$ cat src/rtl/fp_pkg.sv
// Shared floating-point definitions: operand classes, flag bit positions,
// bias and canonical quiet-NaN helpers for any exponent/fraction width.
package fp_pkg;

   typedef enum logic [1:0] {CLS_ZERO, CLS_NORM, CLS_INF, CLS_NAN} fp_cls_e;

   localparam int FLG_INV = 3;
   localparam int FLG_OVF = 2;
   localparam int FLG_UNF = 1;
   localparam int FLG_INX = 0;

   function automatic int bias(input int exp_w);
      return (1 << (exp_w - 1)) - 1;
   endfunction

   // Canonical qNaN right-aligned in 64 bits: sign 0, exp all ones, frac MSB 1.
   function automatic logic [63:0] qnan(input int exp_w, input int man_w);
      logic [63:0] exp_ones;
      exp_ones = (64'd1 << exp_w) - 64'd1;
      return (exp_ones << man_w) | (64'd1 << (man_w - 1));
   endfunction

endpackage

$ cat src/rtl/fp_mul_round.sv
// Final multiplier stage: normalise the raw significand product, round to
// nearest-even, then resolve special operands and exponent range into a
// packed result and exception flags. Purely combinational.
module fp_mul_round import fp_pkg::*; #(
   parameter int EXP_W = 8,
   parameter int MAN_W = 23,
   localparam int W    = 1 + EXP_W + MAN_W,
   localparam int PW   = 2 * MAN_W + 2
) (
   input  logic                    sign,
   input  fp_cls_e                 cls_a,
   input  fp_cls_e                 cls_b,
   input  logic                    snan,
   input  logic signed [EXP_W+1:0] exp_sum,
   input  logic [PW-1:0]           prod,
   output logic [W-1:0]            res,
   output logic [3:0]              flg
);

   // One extra exponent bit so the +1 carries never wrap the sign.
   localparam int EW = EXP_W + 3;
   localparam logic signed [EW-1:0] EXP_MAX = EW'((1 << EXP_W) - 1);
   localparam logic [63:0] QNAN = qnan(EXP_W, MAN_W);

   logic [PW-2:0]          norm;
   logic [MAN_W-1:0]       frac_t;
   logic                   g, r, s, up, inexact;
   logic [MAN_W:0]         frac_r;
   logic signed [EW-1:0]   exp_f;
   logic                   any_nan, inf_zero, any_inf, any_zero;

   // Normalise, round and pick the result by special-case priority.
   always_comb begin
      // Hidden bit of the product is dropped here: it is 1 for normal operands.
      norm    = prod[PW-1] ? prod[PW-2:0] : {prod[PW-3:0], 1'b0};
      frac_t  = norm[PW-2:MAN_W+1];
      g       = norm[MAN_W];
      r       = norm[MAN_W-1];
      s       = |norm[MAN_W-2:0];
      up      = g & (r | s | frac_t[0]);
      inexact = g | r | s;
      // Carry out of the fraction means 1.111..1 rounded up to 10.000..0:
      // the fraction bits are already zero, only the exponent moves.
      frac_r  = {1'b0, frac_t} + (MAN_W+1)'(up);
      exp_f   = EW'(exp_sum) + EW'(prod[PW-1]) + EW'(frac_r[MAN_W]);

      any_nan  = (cls_a == CLS_NAN) || (cls_b == CLS_NAN);
      inf_zero = ((cls_a == CLS_INF) && (cls_b == CLS_ZERO)) ||
                 ((cls_a == CLS_ZERO) && (cls_b == CLS_INF));
      any_inf  = (cls_a == CLS_INF) || (cls_b == CLS_INF);
      any_zero = (cls_a == CLS_ZERO) || (cls_b == CLS_ZERO);

      res = '0;
      flg = '0;
      if (any_nan || inf_zero) begin
         res          = QNAN[W-1:0];
         flg[FLG_INV] = inf_zero | snan;
      end else if (any_inf) begin
         res = {sign, {EXP_W{1'b1}}, {MAN_W{1'b0}}};
      end else if (any_zero) begin
         res = {sign, {(W-1){1'b0}}};
      end else if (exp_f >= EXP_MAX) begin
         res          = {sign, {EXP_W{1'b1}}, {MAN_W{1'b0}}};
         flg[FLG_OVF] = 1'b1;
         flg[FLG_INX] = 1'b1;
      end else if (exp_f[EW-1] || (exp_f == '0)) begin
         res          = {sign, {(W-1){1'b0}}};
         flg[FLG_UNF] = 1'b1;
         flg[FLG_INX] = 1'b1;
      end else begin
         res          = {sign, exp_f[EXP_W-1:0], frac_r[MAN_W-1:0]};
         flg[FLG_INX] = inexact;
      end
   end

endmodule

$ cat src/rtl/fp_mul_pipe.sv
// Three-stage floating-point multiplier with valid/ready flow control.
// S1 unpacks/classifies, S2 multiplies significands, S3 registers the
// rounded, packed result. The whole pipe stalls when the output is held.
module fp_mul_pipe import fp_pkg::*; #(
   parameter int EXP_W = 8,
   parameter int MAN_W = 23,
   localparam int W    = 1 + EXP_W + MAN_W
) (
   input  logic         clk,
   input  logic         rst_n,
   input  logic         in_valid,
   output logic         in_ready,
   input  logic [W-1:0] a,
   input  logic [W-1:0] b,
   output logic         out_valid,
   input  logic         out_ready,
   output logic [W-1:0] result,
   output logic [3:0]   flags
);

   localparam int STAGES = 3;
   localparam int PW     = 2 * MAN_W + 2;
   localparam int EW     = EXP_W + 2;

   logic              en;
   logic [STAGES:1]   vld_pipe;

   assign en        = !vld_pipe[STAGES] || out_ready;
   assign in_ready  = en;
   assign out_valid = vld_pipe[STAGES];

   function automatic fp_cls_e cls_of(input logic [EXP_W-1:0] e, input logic [MAN_W-1:0] f);
      if (e == '0) return CLS_ZERO;
      if (&e)      return (f == '0) ? CLS_INF : CLS_NAN;
      return CLS_NORM;
   endfunction

   logic [EXP_W-1:0]  ea, eb;
   logic [MAN_W-1:0]  fa, fb;
   fp_cls_e           ca_d, cb_d;
   logic              snan_d;
   logic [EW-1:0]     exp_d;

   // S1 unpack: classify operands and form the biased exponent sum.
   always_comb begin
      ea     = a[W-2:MAN_W];
      eb     = b[W-2:MAN_W];
      fa     = a[MAN_W-1:0];
      fb     = b[MAN_W-1:0];
      ca_d   = cls_of(ea, fa);
      cb_d   = cls_of(eb, fb);
      snan_d = ((ca_d == CLS_NAN) && !fa[MAN_W-1]) || ((cb_d == CLS_NAN) && !fb[MAN_W-1]);
      exp_d  = EW'(ea) + EW'(eb) - EW'(bias(EXP_W));
   end

   logic                 s1_sign, s1_snan;
   fp_cls_e              s1_cls_a, s1_cls_b;
   logic signed [EW-1:0] s1_exp;
   logic [MAN_W:0]       s1_ma, s1_mb;

   logic                 s2_sign, s2_snan;
   fp_cls_e              s2_cls_a, s2_cls_b;
   logic signed [EW-1:0] s2_exp;
   logic [PW-1:0]        s2_prod;

   logic [W-1:0]         res_d;
   logic [3:0]           flg_d;

   fp_mul_round #(.EXP_W(EXP_W), .MAN_W(MAN_W)) u_round (
      .sign    (s2_sign),
      .cls_a   (s2_cls_a),
      .cls_b   (s2_cls_b),
      .snan    (s2_snan),
      .exp_sum (s2_exp),
      .prod    (s2_prod),
      .res     (res_d),
      .flg     (flg_d)
   );

   // Valid shift register; advances only with the shared enable.
   always_ff @(posedge clk or negedge rst_n) begin
      if (!rst_n)  vld_pipe <= '0;
      else if (en) vld_pipe <= {vld_pipe[STAGES-1:1], in_valid};
   end

   // Datapath registers for all three stages, held while stalled.
   always_ff @(posedge clk or negedge rst_n) begin
      if (!rst_n) begin
         s1_sign  <= 1'b0;
         s1_snan  <= 1'b0;
         s1_cls_a <= CLS_ZERO;
         s1_cls_b <= CLS_ZERO;
         s1_exp   <= '0;
         s1_ma    <= '0;
         s1_mb    <= '0;
         s2_sign  <= 1'b0;
         s2_snan  <= 1'b0;
         s2_cls_a <= CLS_ZERO;
         s2_cls_b <= CLS_ZERO;
         s2_exp   <= '0;
         s2_prod  <= '0;
         result   <= '0;
         flags    <= '0;
      end else if (en) begin
         s1_sign  <= a[W-1] ^ b[W-1];
         s1_snan  <= snan_d;
         s1_cls_a <= ca_d;
         s1_cls_b <= cb_d;
         s1_exp   <= exp_d;
         s1_ma    <= {1'b1, fa};
         s1_mb    <= {1'b1, fb};
         s2_sign  <= s1_sign;
         s2_snan  <= s1_snan;
         s2_cls_a <= s1_cls_a;
         s2_cls_b <= s1_cls_b;
         s2_exp   <= s1_exp;
         s2_prod  <= PW'(s1_ma) * PW'(s1_mb);
         result   <= res_d;
         flags    <= flg_d;
      end
   end

endmodule

$ cat config.mk
export PLATFORM = sky130hd
export DESIGN_NAME = fp_mul_pipe
export DESIGN_NICKNAME = d
export VERILOG_FILES = /design/src/rtl/fp_pkg.sv /design/src/rtl/fp_mul_round.sv /design/src/rtl/fp_mul_pipe.sv
export SDC_FILE = /design/constraint.sdc
export NUM_CORES = 2
export LEC_CHECK = 0
export CAP_MARGIN = 30
export CORE_UTILIZATION = 55
export DETAILED_ROUTE_END_ITERATION = 16
export PLACE_DENSITY_LB_ADDON = 0.05
export SKIP_LAST_GASP = 1
export SLEW_MARGIN = 10
export SYNTH_ARGS = -nofsm -noshare
export SYNTH_HDL_FRONTEND = slang
export SYNTH_SLANG_ARGS = --single-unit
$ cat constraint.sdc
create_clock -name clk -period 8.6 [get_ports clk]
set_input_delay 1.29 -clock clk [delete_from_list [all_inputs] [get_ports clk]]
set_output_delay 1.29 -clock clk [all_outputs]
set_load 0.01 [all_outputs]
## Word-level counts from Yosys, hierarchy flattened

Index checks and enable logic that the tools add are counted.

| word-level totals | value |
|---|---|
| flip-flop bits (word level) | 167 |
| latch bits | 0 |
| bits in writable memories | 0 |
| memory bits (read-only) | 0 |
| input bits | 68 |
| output and inout port bits | 38 |
| word-level logic and storage cells | 92 |
| memories | 0 |

| cells by class | value |
|---|---|
| $add $sub $neg | 5 |
| multiply operators | 1 |
| div/mod/pow operators | 0 |
| $lt $le $gt $ge | 1 |
| equality and inequality tests | 6 |
| shifts and indexed selects | 0 |
| muxes and demuxes | 31 |
| bitwise logic cells | 7 |
| reductions and logical operators | 25 |

Operators with widths:

| operator | number |
|---|---|
| 31-bit two-way mux | 4 |
| 24-bit by 24-bit multiplier with 48-bit output | 1 |
| 47-bit two-way mux | 1 |
| 23-bit zero test | 2 |
| 32-bit two-way mux | 1 |
| 23-bit by 1-bit adder with 24-bit output | 1 |
| 22-bit OR reduction | 1 |
| 8-bit zero test | 2 |
| 2-bit two-way mux | 8 |
| 8-bit AND reduction | 2 |
| 1-bit two-way mux | 14 |
| 2-bit == test (second input constant) | 6 |
| 10-bit by 2-bit adder with 11-bit output | 1 |
| 11-bit by 1-bit adder with 11-bit output | 1 |
| 11-bit by 9-bit greater-or-equal comparator with 1-bit output (second input constant) | 1 |
| 11-bit zero test | 1 |
| 9-bit by 7-bit subtractor with 10-bit output (second input constant) | 1 |
| 8-bit by 8-bit adder with 9-bit output | 1 |
| 3-bit two-way mux | 3 |
| 1-bit logical OR | 8 |
| 1-bit bitwise OR | 5 |
| 1-bit logical AND | 4 |
| 2-bit zero test | 2 |
| 1-bit zero test | 3 |
| 2 further kinds | 2 |

## Depth between registers and ports, before layout

| depth | value |
|---|---|
| depth after elaboration | 14 |
| mapped depth | 27 |
| mapped depth without buffers | 24 |

## Modules after synthesis

From an unflattened synthesis, not the netlist that was laid out.

| unflattened totals | value |
|---|---|
| cell total of the unflattened synthesis | 3178 |
| area total of the unflattened synthesis | 27532.7 um2 |

By module, submodules not included:

| module | instances | cells each | area an instance (um2) |
|---|---|---|---|
| fp_mul_pipe | 1 | 2938 | 25913.6 |
| fp_mul_round | 1 | 240 | 1619.1 |

## Worst setup path after synthesis

OpenSTA, ideal clock, no wires.

| timing | value |
|---|---|
| path kind | reg-to-reg |
| start point | register s1_mb[3] |
| end point | register s2_prod[32] |
| setup time | 0.137 ns |
| data arrival time | 6.465 ns |
| data required time | 8.463 ns |
| slack | 1.998 ns |
| cell stages (with the launch flop) | 26 |
| clock period less this slack | 6.602 ns |
| cells stage by stage | dfrtp_1 clkbuf_1 clkbuf_1 nand2_1 fa_1 inv_1 fa_1 inv_1 fa_1 fa_1 inv_1 fa_1 fa_1 inv_1 fa_1 inv_1 ha_1 buf_6 and3_4 and2_1 a221o_1 a221o_1 nor2_2 o21ai_0 xnor2_1 a21oi_1 |

| between the ends | value |
|---|---|
| word-level cells in the longest chain between the ends | 1 |

Ends and longest elaborated chain:

| what | line | source |
|---|---|---|
| from (decl) | fp_mul_pipe.sv:59 | `logic [MAN_W:0] s1_ma, s1_mb;` |
| from (signal assigned) | fp_mul_pipe.sv:111 | `s1_mb <= {1'b1, fb};` |
| 24-bit by 24-bit multiplier with 48-bit output | fp_mul_pipe.sv:117 | `s2_prod <= PW'(s1_ma) * PW'(s1_mb);` |
| to (signal assigned) | fp_mul_pipe.sv:117 |  |
| to (decl) | fp_mul_pipe.sv:64 | `logic [PW-1:0] s2_prod;` |

Every way passes these cells.
A chain may end at the register's enable or synchronous reset.

## Final worst setup path

| timing | value |
|---|---|
| start point | register s1_ma[17] |
| end point | register s2_prod[45] |

| between the ends | value |
|---|---|
| word-level cells in the longest chain between the ends | 1 |

Ends and longest elaborated chain:

| what | line | source |
|---|---|---|
| from (decl) | fp_mul_pipe.sv:59 |  |
| from (signal assigned) | fp_mul_pipe.sv:110 | `s1_ma <= {1'b1, fa};` |
| 24-bit by 24-bit multiplier with 48-bit output | fp_mul_pipe.sv:117 |  |

Every way passes these cells.

==> impl_results.md <==
* Status: completed
* Avg Cell Area, Syn at slightly below 9 um^2
* Post-synth EDFFs at 0
* Crit end category: flip-flop
* Fillers at roughly 4200
* Final count of hold timing violations at 0
* IO buf count at between 100 and 150
* Core area at 48100 um^2
* Sequential share of the synthesized area at 0.153
* Post-route cell area at between 20000 and 30000 um^2
* Worst Setup Slack, final at roughly 0.96 ns
* Root Driver: clkbuf_16
* Area growth syn-to-layout at 9.72%
* Setup Buffers After CTS at 0
* H-Tree Depth at 4
* Initial DRC Count at roughly 1300
* Mapped Cells at 3060
* Cell taking the most area after synthesis: fa_1
* Hold Crit Class: flip-flop to flip-flop
* CP dominant cell by count: fa_1
* Final net count at roughly 3800
* Die extent in y at 224 um
* Drt drc at 0
* Clock buffer depth at 2
* CTS resizes at 0
* Synth cell types at 66
* Area contributors post-synth: fa_1 (36%), dfrtp_1 (15%), ha_1 (8.9%)
* Area of the die at ~50000 um^2
* Vias in the first global route at roughly 22000
* First-pass GRT wire length at 120 mm
* Final non-filler cell total at between 3000 and 4000
* Gr usage total at 0.311
* Detailed-route via count at roughly 21000
* Post-place instance area at approximately 29000 um^2
* Pin count of the biggest net entering global routing at 95
* Setup CP Type: flip-flop to flip-flop
* Worst-Skew Late Latency at roughly 0.46 ns
* Post-Syn Area at between 20000 and 30000 um^2
* Placer Congestion at 0.914
* Drt pass-1 iters at 5
* Crit path cell chain: nand2_1 > fa_1 > inv_1 > fa_1 > inv_1 > fa_1 > fa_1 > inv_1 > fa_1 > fa_1 > inv_1 > fa_1 > inv_1 > ha_1 > a21oi_1 > o21ai_1 > a2111oi_1 > a211oi_1 > o221ai_2 > a31oi_1 > xnor2_1 > a21oi_1
* Max-slew headroom at 0.276
* Largest stage delay, worst path at roughly 1 ns
* Share of the synthesized area in the top cell type at 0.358
* Row cnt at 80
* Yosys reg bits at ~170
* Final setup viols at 0
* Final Cycle Share at 0.889
* Synth Warn # at 0
* Crit path DAT at slightly below 8 ns
* Worst-path clk slew at about 0.08 ns
* Grt total ovfl at 0
* Post-CTS Hold Buffers at 0
* Post-DP HPWL at between 50 and 60 mm
* CTS tree: yes
* Drt total wl at 74.3 mm
* Die Span X at about 220 um
* Fraction of layout cells with a size suffix above 1 at 0.0343
* CP max FO at 21
* Effective utilization at floorplan at 0.562
* Worst clock skew at 0.0163 ns
* Vias per cell at between 5 and 6
* Max-slew violations at 0
* CTS Buf Count at 17
* Fmax at between 0.1 and 0.15 GHz
* Tmin final at ~7.6 ns
* Post-placement cell count at roughly 3700
* Req. time, crit path at 8.90 ns
* Worst-Margin Slew at roughly 1.1 ns
* Unrepaired setup endpoints after global routing: no
* TritonCTS Sinks at between 150 and 200
* Most common flop cell mapped by yosys: dfrtp_1
* CP max stage cell: dfrtp_1
* Setup Total Neg Slack at 0 ns
* I/O pins at between 100 and 150
* Initial antenna violation count at 1
* Routed Antenna Nets at 0
* Average wire per standard cell at around 20 um
* Max_cap viols at 0
* Synthesized Nets at ~3800
* Startpoint types: flip-flop
* Dpl ws at about 1.1 ns
* Async S/R FF share, synth at 1.00
==> synth_stat cells (all sizes together), types with 5 or more instances <==
cell,number
a31oi,14
mux2i,22
buf,8
or4,8
and2,305
dfrtp,166
nor2,85
nand4,24
a211oi,9
nand2,576
mux2,6
inv,560
a22oi,5
xnor2,40
xor2,44
nor2b,10
o211ai,6
nand2b,5
a21oi,80
a221oi,5
and4,5
clkbuf,156
o21ai,45
ha,192
nand3,32
o21bai,8
nand3b,6
a22o,25
fa,484
a21o,37
nor3,17
and3,16
nor4,22
==> area by class of cell <==
class,instances,area (um^2),area share
inverters,560,2100,0.0709
well taps,656,821,0.0276
multi-input cells,2170,20200,0.680
clock buffers,18,439,0.0148
repair buffers,160,1840,0.0620
clock inverters,14,156,0.00527
diodes,1,2.50,0.0000843
flip-flops and latches,166,4150,0.140
==> placed cells by master, fill, tap and decap left out, types with 37 or more instances in the layout <==
| cell type | synthesis | layout |
|---|---|---|
| fa_1 | 484 | 484 |
| dfrtp_1 | 166 | 166 |
| a21o_1 | 37 | 37 |
| inv_1 | 559 | 558 |
| nor2_1 | 84 | 84 |
| ha_1 | 192 | 192 |
| xor2_1 | 44 | 44 |
| a21oi_1 | 79 | 79 |
| xnor2_1 | 40 | 40 |
| and2_1 | 305 | 305 |
| o21ai_0 | 40 | 40 |
| nand2_1 | 576 | 576 |
| clkdlybuf4s50_1 | 0 | 104 |
==> kinds of logic (layout without fill, tap and decap cells) <==
| kind of cell | after synthesis | in the layout | synth area share |
|---|---|---|---|
| simple gates | 1119 | 1119 | 0.197 |
| buf+inv | 724 | 752 | 0.101 |
| mux | 28 | 28 | 0.0106 |
| compound gates | 263 | 263 | 0.0637 |
| fa+ha+maj | 676 | 676 | 0.447 |
| flops | 166 | 166 | 0.153 |
| other cells | 0 | 1 | 0 |
| xor+xnor | 84 | 84 | 0.0272 |
==> final timing paths <==
check	endpoint	from	slack (ns)	cells past startpoint
max in group asynchronous	s2_prod[9]$_DFFE_PN0P_	rst_n	6.69	4
setup / recovery	s2_prod[45]$_DFFE_PN0P_	s1_ma[17]$_DFFE_PN0P_	0.96	22
min in group asynchronous	s1_exp[6]$_DFFE_PN0P_	rst_n	0.64	1
hold / removal	vld_pipe[2]$_DFFE_PN0P_	vld_pipe[2]$_DFFE_PN0P_	0.46	2
hold reg to reg	vld_pipe[2]$_DFFE_PN0P_	vld_pipe[2]$_DFFE_PN0P_	0.46	2
setup reg to reg	s2_prod[45]$_DFFE_PN0P_	s1_ma[17]$_DFFE_PN0P_	0.96	22
==> per-stage QoR <==
stage | utilization | hold slack, ns
3_5_place_dp | 0.596 | 0.447
6_report | 0.617 | 0.458
5_1_grt | 0.617 | 0.481
3_3_place_gp | 0.593 | 0.442
2_1_floorplan | - | 0.430
4_1_cts | 0.609 | 0.462
==> metal layers <==
layer	vias up	routed length, um	GRT usage
li1	9367	-	-
met1	10640	30600	0.412
met2	735	35900	0.517
met3	153	4630	0.0408
met4	0	3110	0.126
met5	-	0	0
==> sequential cells by signal, indices dropped and copies added (netlist names) <==
register	flops
flags	4
s1_cls_a	2
s1_exp	10
s1_mb	23
vld_pipe	3
s2_snan	1
result	32
s1_snan	1
s2_sign	1
s1_ma	24
s2_exp	10
s2_prod	48
s2_cls_b	2
s2_cls_a	2
s1_cls_b	2
s1_sign	1
==> critical path: cells and delay by family, from the launching register on <==
family                     cells  cell delay, ns
and+or+nand+nor                1            0.19
adders and majority gates      8            3.95
xor gates and xnor gates       1            0.15
buffers and inverters          5            0.26
AOI/OAI and AO/OA              7            1.93
DFF                            1            0.99
Power is not shown: default switching activity piles up to over one toggle a cycle in this logic, so the estimate is an artifact.
